### config.mk
export PLATFORM = sky130hd
export DESIGN_NAME = mips_multicycle_control
export DESIGN_NICKNAME = d
export VERILOG_FILES = /design/src/rtl/mips_mc_pkg.sv /design/src/rtl/mc_wait_timer.sv /design/src/rtl/mips_multicycle_control.sv
export SDC_FILE = /design/constraint.sdc
export NUM_CORES = 1
export LEC_CHECK = 0
export ABC_AREA = 1
export CAP_MARGIN = 20
export CELL_PAD_IN_SITES_DETAIL_PLACEMENT = 1
export CELL_PAD_IN_SITES_GLOBAL_PLACEMENT = 1
export CORE_AREA = 2 2 64 66
export CTS_CLUSTER_SIZE = 14
export DETAILED_ROUTE_END_ITERATION = 16
export DIE_AREA = 0 0 66 68
export HOLD_SLACK_MARGIN = 0.06
export PLACE_DENSITY = 0.88
export SLEW_MARGIN = 20
export SYNTH_ARGS = -nofsm -noshare
export SYNTH_HDL_FRONTEND = slang
export SYNTH_SLANG_ARGS = --single-unit
### constraint.sdc
create_clock -name clk -period 1.94 [get_ports clk]
set_clock_uncertainty 0.1 [all_clocks]
set_input_delay 0.582 -clock clk [delete_from_list [all_inputs] [get_ports clk]]
set_output_delay 0.582 -clock clk [all_outputs]
set_load 0.02 [all_outputs]
### src/rtl/mips_mc_pkg.sv
// ============================================================================
// mips_mc_pkg : opcodes, state encoding and select codes for the multicycle
//               MIPS control FSM.                           Rev 1.0
// ============================================================================
`default_nettype none

package mips_mc_pkg;

  localparam logic [5:0] OP_RTYPE = 6'b000000;
  localparam logic [5:0] OP_LW    = 6'b100011;
  localparam logic [5:0] OP_SW    = 6'b101011;
  localparam logic [5:0] OP_ADDI  = 6'b001000;
  localparam logic [5:0] OP_ORI   = 6'b001101;
  localparam logic [5:0] OP_ANDI  = 6'b001100;
  localparam logic [5:0] OP_LUI   = 6'b001111;
  localparam logic [5:0] OP_BEQ   = 6'b000100;
  localparam logic [5:0] OP_BNE   = 6'b000101;
  localparam logic [5:0] OP_J     = 6'b000010;
  localparam logic [5:0] OP_JAL   = 6'b000011;
  localparam logic [5:0] FN_JR    = 6'b001000;

  typedef enum logic [3:0] {
    S_FETCH  = 4'd0,
    S_DECODE = 4'd1,
    S_MEMADR = 4'd2,
    S_MEMRD  = 4'd3,
    S_MEMWB  = 4'd4,
    S_MEMWR  = 4'd5,
    S_RTYPE  = 4'd6,
    S_RWB    = 4'd7,
    S_IEXEC  = 4'd8,
    S_IWB    = 4'd9,
    S_BRANCH = 4'd10,
    S_JUMP   = 4'd11,
    S_JAL    = 4'd12,
    S_JR     = 4'd13,
    S_HALT   = 4'd14
  } state_t;

  typedef enum logic [2:0] {
    ALU_ADD   = 3'b000,
    ALU_SUB   = 3'b001,
    ALU_FUNCT = 3'b010,
    ALU_OR    = 3'b011,
    ALU_AND   = 3'b100,
    ALU_LUI   = 3'b101
  } alu_op_t;

  typedef enum logic [1:0] {
    PC_ALU    = 2'd0,
    PC_ALUOUT = 2'd1,
    PC_JUMP   = 2'd2,
    PC_JR     = 2'd3
  } pc_src_t;

  typedef enum logic [1:0] {
    RD_RT = 2'd0,
    RD_RD = 2'd1,
    RD_RA = 2'd2
  } reg_dst_t;

  typedef enum logic [1:0] {
    WB_ALUOUT = 2'd0,
    WB_MDR    = 2'd1,
    WB_PC     = 2'd2
  } mem_to_reg_t;

  typedef enum logic [1:0] {
    SRCB_B      = 2'd0,
    SRCB_FOUR   = 2'd1,
    SRCB_IMM    = 2'd2,
    SRCB_IMM_SH = 2'd3
  } src_b_t;

  function automatic logic is_mem_state(input state_t s);
    return (s == S_FETCH) || (s == S_MEMRD) || (s == S_MEMWR);
  endfunction

endpackage

`default_nettype wire

### src/rtl/mc_wait_timer.sv
// ============================================================================
// mc_wait_timer : saturating wait-cycle counter with clear, enable and an
//                 expiry flag on the MAX-th consecutive enabled cycle. Rev 1.0
// ============================================================================
`default_nettype none

module mc_wait_timer #(
  parameter int MAX = 16
) (
  input  logic clk,
  input  logic reset,
  input  logic clear,
  input  logic enable,
  output logic expired
);

  generate
    if (MAX == 0) begin : g_disabled
      assign expired = 1'b0;
    end else begin : g_enabled
      localparam int W = $clog2(MAX + 1);
      logic [W-1:0] count;

      always_ff @(posedge clk or negedge reset) begin
        if (!reset)
          count <= '0;
        else if (clear)
          count <= '0;
        else if (enable && (count != W'(MAX)))
          count <= count + 1'b1;
      end

      // Fires on the cycle whose increment would make count reach MAX.
      assign expired = enable && !clear && (count == W'(MAX - 1));
    end
  endgenerate

endmodule

`default_nettype wire

### src/rtl/mips_multicycle_control.sv
// ============================================================================
// mips_multicycle_control : Moore main-control FSM for the multicycle MIPS
//                           datapath with memory-ready wait and bus timeout.
//                                                           Rev 1.0
// ============================================================================
`default_nettype none

module mips_multicycle_control
  import mips_mc_pkg::*;
#(
  parameter int MEM_TIMEOUT = 16
) (
  input  logic       clk,
  input  logic       reset,
  input  logic [5:0] opcode_i,
  input  logic [5:0] funct_i,
  input  logic       mem_ready_i,
  output logic       pc_write_o,
  output logic       branch_eq_o,
  output logic       branch_ne_o,
  output logic       i_or_d_o,
  output logic       mem_read_o,
  output logic       mem_write_o,
  output logic       ir_write_o,
  output logic [1:0] reg_dst_o,
  output logic [1:0] mem_to_reg_o,
  output logic       reg_write_o,
  output logic       alu_src_a_o,
  output logic [1:0] alu_src_b_o,
  output logic [2:0] alu_op_o,
  output logic [1:0] pc_src_o,
  output logic       instr_done_o,
  output logic       illegal_op_o,
  output logic       bus_error_o,
  output logic [3:0] state_o
);

  state_t state, state_next;
  logic   pc_write, ir_write, reg_write;
  logic   wait_clear, wait_enable, wait_expired;
  logic   bus_error;

  // Leaving a memory state needs ready (or a timeout into HALT), so clearing
  // outside memory states covers the state-change case without a comb loop.
  assign wait_clear  = mem_ready_i || !is_mem_state(state);
  assign wait_enable = is_mem_state(state) && !mem_ready_i;

  mc_wait_timer #(
    .MAX (MEM_TIMEOUT)
  ) u_wait_timer (
    .clk     (clk),
    .reset   (reset),
    .clear   (wait_clear),
    .enable  (wait_enable),
    .expired (wait_expired)
  );

  always_ff @(posedge clk or negedge reset) begin
    if (!reset) begin
      state     <= S_FETCH;
      bus_error <= 1'b0;
    end else begin
      state <= state_next;
      if (wait_expired)
        bus_error <= 1'b1;
    end
  end

  always_comb begin
    state_next   = state;
    pc_write     = 1'b0;
    ir_write     = 1'b0;
    reg_write    = 1'b0;
    branch_eq_o  = 1'b0;
    branch_ne_o  = 1'b0;
    i_or_d_o     = 1'b0;
    mem_read_o   = 1'b0;
    mem_write_o  = 1'b0;
    reg_dst_o    = RD_RT;
    mem_to_reg_o = WB_ALUOUT;
    alu_src_a_o  = 1'b0;
    alu_src_b_o  = SRCB_B;
    alu_op_o     = ALU_ADD;
    pc_src_o     = PC_ALU;
    instr_done_o = 1'b0;
    illegal_op_o = 1'b0;

    case (state)
      S_FETCH: begin
        mem_read_o  = 1'b1;
        alu_src_b_o = SRCB_FOUR;
        if (mem_ready_i) begin
          ir_write   = 1'b1;
          pc_write   = 1'b1;
          state_next = S_DECODE;
        end
      end
      S_DECODE: begin
        alu_src_b_o = SRCB_IMM_SH;
        case (opcode_i)
          OP_RTYPE:                         state_next = (funct_i == FN_JR) ? S_JR : S_RTYPE;
          OP_LW, OP_SW:                     state_next = S_MEMADR;
          OP_ADDI, OP_ORI, OP_ANDI, OP_LUI: state_next = S_IEXEC;
          OP_BEQ, OP_BNE:                   state_next = S_BRANCH;
          OP_J:                             state_next = S_JUMP;
          OP_JAL:                           state_next = S_JAL;
          default: begin
            state_next   = S_FETCH;
            illegal_op_o = 1'b1;
          end
        endcase
      end
      S_MEMADR: begin
        alu_src_a_o = 1'b1;
        alu_src_b_o = SRCB_IMM;
        state_next  = (opcode_i == OP_SW) ? S_MEMWR : S_MEMRD;
      end
      S_MEMRD: begin
        mem_read_o = 1'b1;
        i_or_d_o   = 1'b1;
        if (mem_ready_i)
          state_next = S_MEMWB;
      end
      S_MEMWB: begin
        mem_to_reg_o = WB_MDR;
        reg_write    = 1'b1;
        instr_done_o = 1'b1;
        state_next   = S_FETCH;
      end
      S_MEMWR: begin
        mem_write_o = 1'b1;
        i_or_d_o    = 1'b1;
        if (mem_ready_i) begin
          instr_done_o = 1'b1;
          state_next   = S_FETCH;
        end
      end
      S_RTYPE: begin
        alu_src_a_o = 1'b1;
        alu_op_o    = ALU_FUNCT;
        state_next  = S_RWB;
      end
      S_RWB: begin
        reg_dst_o    = RD_RD;
        reg_write    = 1'b1;
        instr_done_o = 1'b1;
        state_next   = S_FETCH;
      end
      S_IEXEC: begin
        alu_src_a_o = 1'b1;
        alu_src_b_o = SRCB_IMM;
        case (opcode_i)
          OP_ORI:  alu_op_o = ALU_OR;
          OP_ANDI: alu_op_o = ALU_AND;
          OP_LUI:  alu_op_o = ALU_LUI;
          default: alu_op_o = ALU_ADD;
        endcase
        state_next = S_IWB;
      end
      S_IWB: begin
        reg_write    = 1'b1;
        instr_done_o = 1'b1;
        state_next   = S_FETCH;
      end
      S_BRANCH: begin
        alu_src_a_o  = 1'b1;
        alu_op_o     = ALU_SUB;
        pc_src_o     = PC_ALUOUT;
        branch_eq_o  = (opcode_i == OP_BEQ);
        branch_ne_o  = (opcode_i == OP_BNE);
        instr_done_o = 1'b1;
        state_next   = S_FETCH;
      end
      S_JUMP: begin
        pc_src_o     = PC_JUMP;
        pc_write     = 1'b1;
        instr_done_o = 1'b1;
        state_next   = S_FETCH;
      end
      S_JAL: begin
        pc_src_o     = PC_JUMP;
        pc_write     = 1'b1;
        reg_dst_o    = RD_RA;
        mem_to_reg_o = WB_PC;
        reg_write    = 1'b1;
        instr_done_o = 1'b1;
        state_next   = S_FETCH;
      end
      S_JR: begin
        pc_src_o     = PC_JR;
        pc_write     = 1'b1;
        instr_done_o = 1'b1;
        state_next   = S_FETCH;
      end
      S_HALT: state_next = S_HALT;
      default: state_next = S_FETCH;
    endcase

    if (wait_expired)
      state_next = S_HALT;
  end

  // Architectural writes are held off for as long as reset is low.
  assign pc_write_o  = pc_write  && reset;
  assign ir_write_o  = ir_write  && reset;
  assign reg_write_o = reg_write && reset;
  assign bus_error_o = bus_error;
  assign state_o     = state;

endmodule

`default_nettype wire

==> impl_metrics.yaml <==
logic_synthesis:
  synth.distinct_cells: 29
  syn_nets: 192
  yosys_warnings: 0
  yosysTopAreaCellShare: 0.245
  ys_top_cells_by_area: "dfrtp_1 (25%), nand2_1 (15%), nor2_1 (13%)"
  syn_inst: 174
  synth.largest_area_cell: "dfrtp_1"
  seq_area_frac_synth: 0.245
  postSynthAreaPerCell_um2: 5.86
  synth.cell_area_um2: 1020
  ys_ff_latch: 10
placement:
  place_area_um2: 1960
  dp_slack_ns: -1.18
  gp_congestion: 0.860
  place_inst: 317
  dpl.hpwl_um: 3810
  numPortBuffers: 41
sta:
  fmaxAchievable_mhz: 420
  timing.hold.ws_ns: 0.368
  setup_slack_ns: -0.440
  slew_violations: 0
  fin_crit_ns: 2.38
  hold_violations: 0
  setup_viol: 22
  grt_setup_unrepaired: "yes"
  slew_headroom: 0.829
  post-route-period-util: 1.23
  worst_pin_slew_ns: 0.254
status:
  violations: "negative setup slack"
  status: "complete, but fails checks"
clock_network:
  clock_latency_ns: 0.25
  cts_root_buf: "clkbuf_8"
  cts.path.max_buffers: 2
  cts.sinks: 10
  clk_pin_slew_ns: 0.05
  ctsHtreeMaxLevel: 1
  cts_tree: "done"
  hold_buffers: 0
  tritoncts.num_buffers: 3
cells_and_area:
  stdcell_count: 342
  nFillCells: 453
  area_delta_synth_final_pct: 145
  final_area_um2: 2500
  diodes: 0
  fin_nets: 311
  mostFrequentLayoutCells: "buf_4 (63), buf_6 (37), nand2_1 (28)"
  drive_gt1_frac: 0.627
  final_common_cell: "buf_4"
pwr:
  finalPower_mw: 2.88
  vdd_drop_max_mv: 0.790
  p_leak_nw: 1.31
  powerDensity_nw_per_um2: 1150
setup_path:
  cp.arrival_ns: 1.70
  critical_path.endpoint_type: "output pin"
  cp-start-kind: "register"
  required_ns: 1.26
  critPathKind: "register to output pin"
  crit_fanout: 5
floorplan:
  die-area_um2: 4490
  num_io_pins: 42
  num_rows: 23
  start_util: 0.264
  die_w_um: 66
  dieHeight_um: 68
  core_area_um2: 3860
detailed_routing:
  drtAntennaViolNets: 0
  drt_first_iter_violations: 108
  wl_per_cell_um: 21.6
  routed_via_density: 5.10
  wl_um: 7380
  drc: 0
  dr.pass1.iters: 4
  vias: 1745
global_route:
  grt_pass1_wl_um: 9460
  grt_util_met2: 0.524
  grt_usage: 0.288
  grt_overflow: 0
  grt_pass1_vias: 1866
  grt_max_degree: 11
  grt-busiest-layer: "met2"
  antenna_found_initial: 0
  grt_use_met1: 0.315
  use_met3: 0.0543
flow_run:
  maxCapViolCount: 0
worst_hold_path:
  hp-class: "input pin to asynchronous set/reset pin"
cell families after synthesis:
family / synth area share
AND/OR/NAND/NOR: 0.470
buffers and inverters: 0.131
AO/OA/AOI/OAI: 0.0908
flip-flops: 0.245
XOR/XNOR: 0.0258
adder cells (fa/ha/maj): 0.0368
power breakdown:
| group | total (mW) | switching (mW) | internal, mW | leakage (nW) |
|---|---|---|---|---|
| Clock | 0.279 | 0.0991 | 0.180 | 0.0288 |
| Combinational | 2.25 | 1.25 | 0.999 | 1.15 |
| Sequential | 0.353 | 0.0929 | 0.260 | 0.125 |
| Total | 2.88 | 1.45 | 1.44 | 1.31 |
sequential cells by signal, indices dropped and copies added (netlist names):
register                      flops
bus_error_o                       1
state_o                           4
u_wait_timer.g_enabled.count      5
worst paths after layout:
path / start / end / slack, ns / depth (start not counted)
setup / recovery: state_o[0] / reg_write_o / -0.44 / 9
hold / removal: reset / state_o[1] / 0.37 / 2
setup reg to reg: state_o[0] / state_o[2] / 0.05 / 11
hold reg to reg: bus_error_o / bus_error_o / 0.40 / 2
max in group asynchronous: reset / state_o[2] / 1.21 / 2
min in group clk: bus_error_o / bus_error_o / 0.40 / 2
cells in the mapped netlist:
library cell,n
nand2_1,41
nor2_1,34
inv_1,26
nand3_1,17
dfrtp_1,10
nor2_2,6
o21ai_1,6
inv_2,5
a21oi_1,4
ha_1,3
xor2_1,3
nand4_1,2
a211oi_1,1
a22oi_1,1
a31oi_1,1
and3_1,1
buf_4,1
clkinv_1,1
inv_4,1
nand2_2,1
nand2_4,1
nand3_2,1
nor2_4,1
nor3_1,1
nor4_1,1
o21ai_0,1
o31ai_1,1
o41ai_1,1
or2_2,1
per-layer routing:
metal | part of all wire | wire length (um)
met1 | 0.42 | 3090
met4 | 0.027 | 197
met2 | 0.50 | 3700
met3 | 0.053 | 390
met5 | 0 | 0
repair_timing:
| item | in CTS | in global routing |
|---|---|---|
| buffers inserted | 14 | 10 |
| endpoints found under the setup margin | 29 | 28 |
| cloned | 0 | 0 |
| gates resized for setup | 190 | 75 |
| endpoints found under the hold margin | 0 | 0 |
| pin swaps | 19 | 18 |
stage by stage:
stage | utilization | TNS, ns
after global placement | 0.508 | -13.17
after CTS | 0.581 | -5.25
after floorplan | - | -0.0361
after detailed placement | 0.508 | -14.61
final | 0.648 | -6.35
after global routing | 0.648 | -7.10
worst max-delay path: stages, from the launching register on:
cell     delay, ns
dfrtp_2       0.47
buf_6         0.14
inv_4         0.04
nor2_4        0.16
inv_4         0.09
nor2_4        0.14
nor4_4        0.05
buf_4         0.14
nor2_2        0.09
buf_6         0.12
final cells by class:
cell class                      count  area [um^2]  area share
Sequential cell                    10          255       0.102
Tap cell                           50         62.6      0.0250
Multi-Input combinational cell    130          956       0.382
Clock buffer                        4         55.1      0.0220
Inverter                           33          144      0.0576
Timing Repair Buffer              115         1030       0.411
Note: power is estimated with default switching activity, not from simulation.
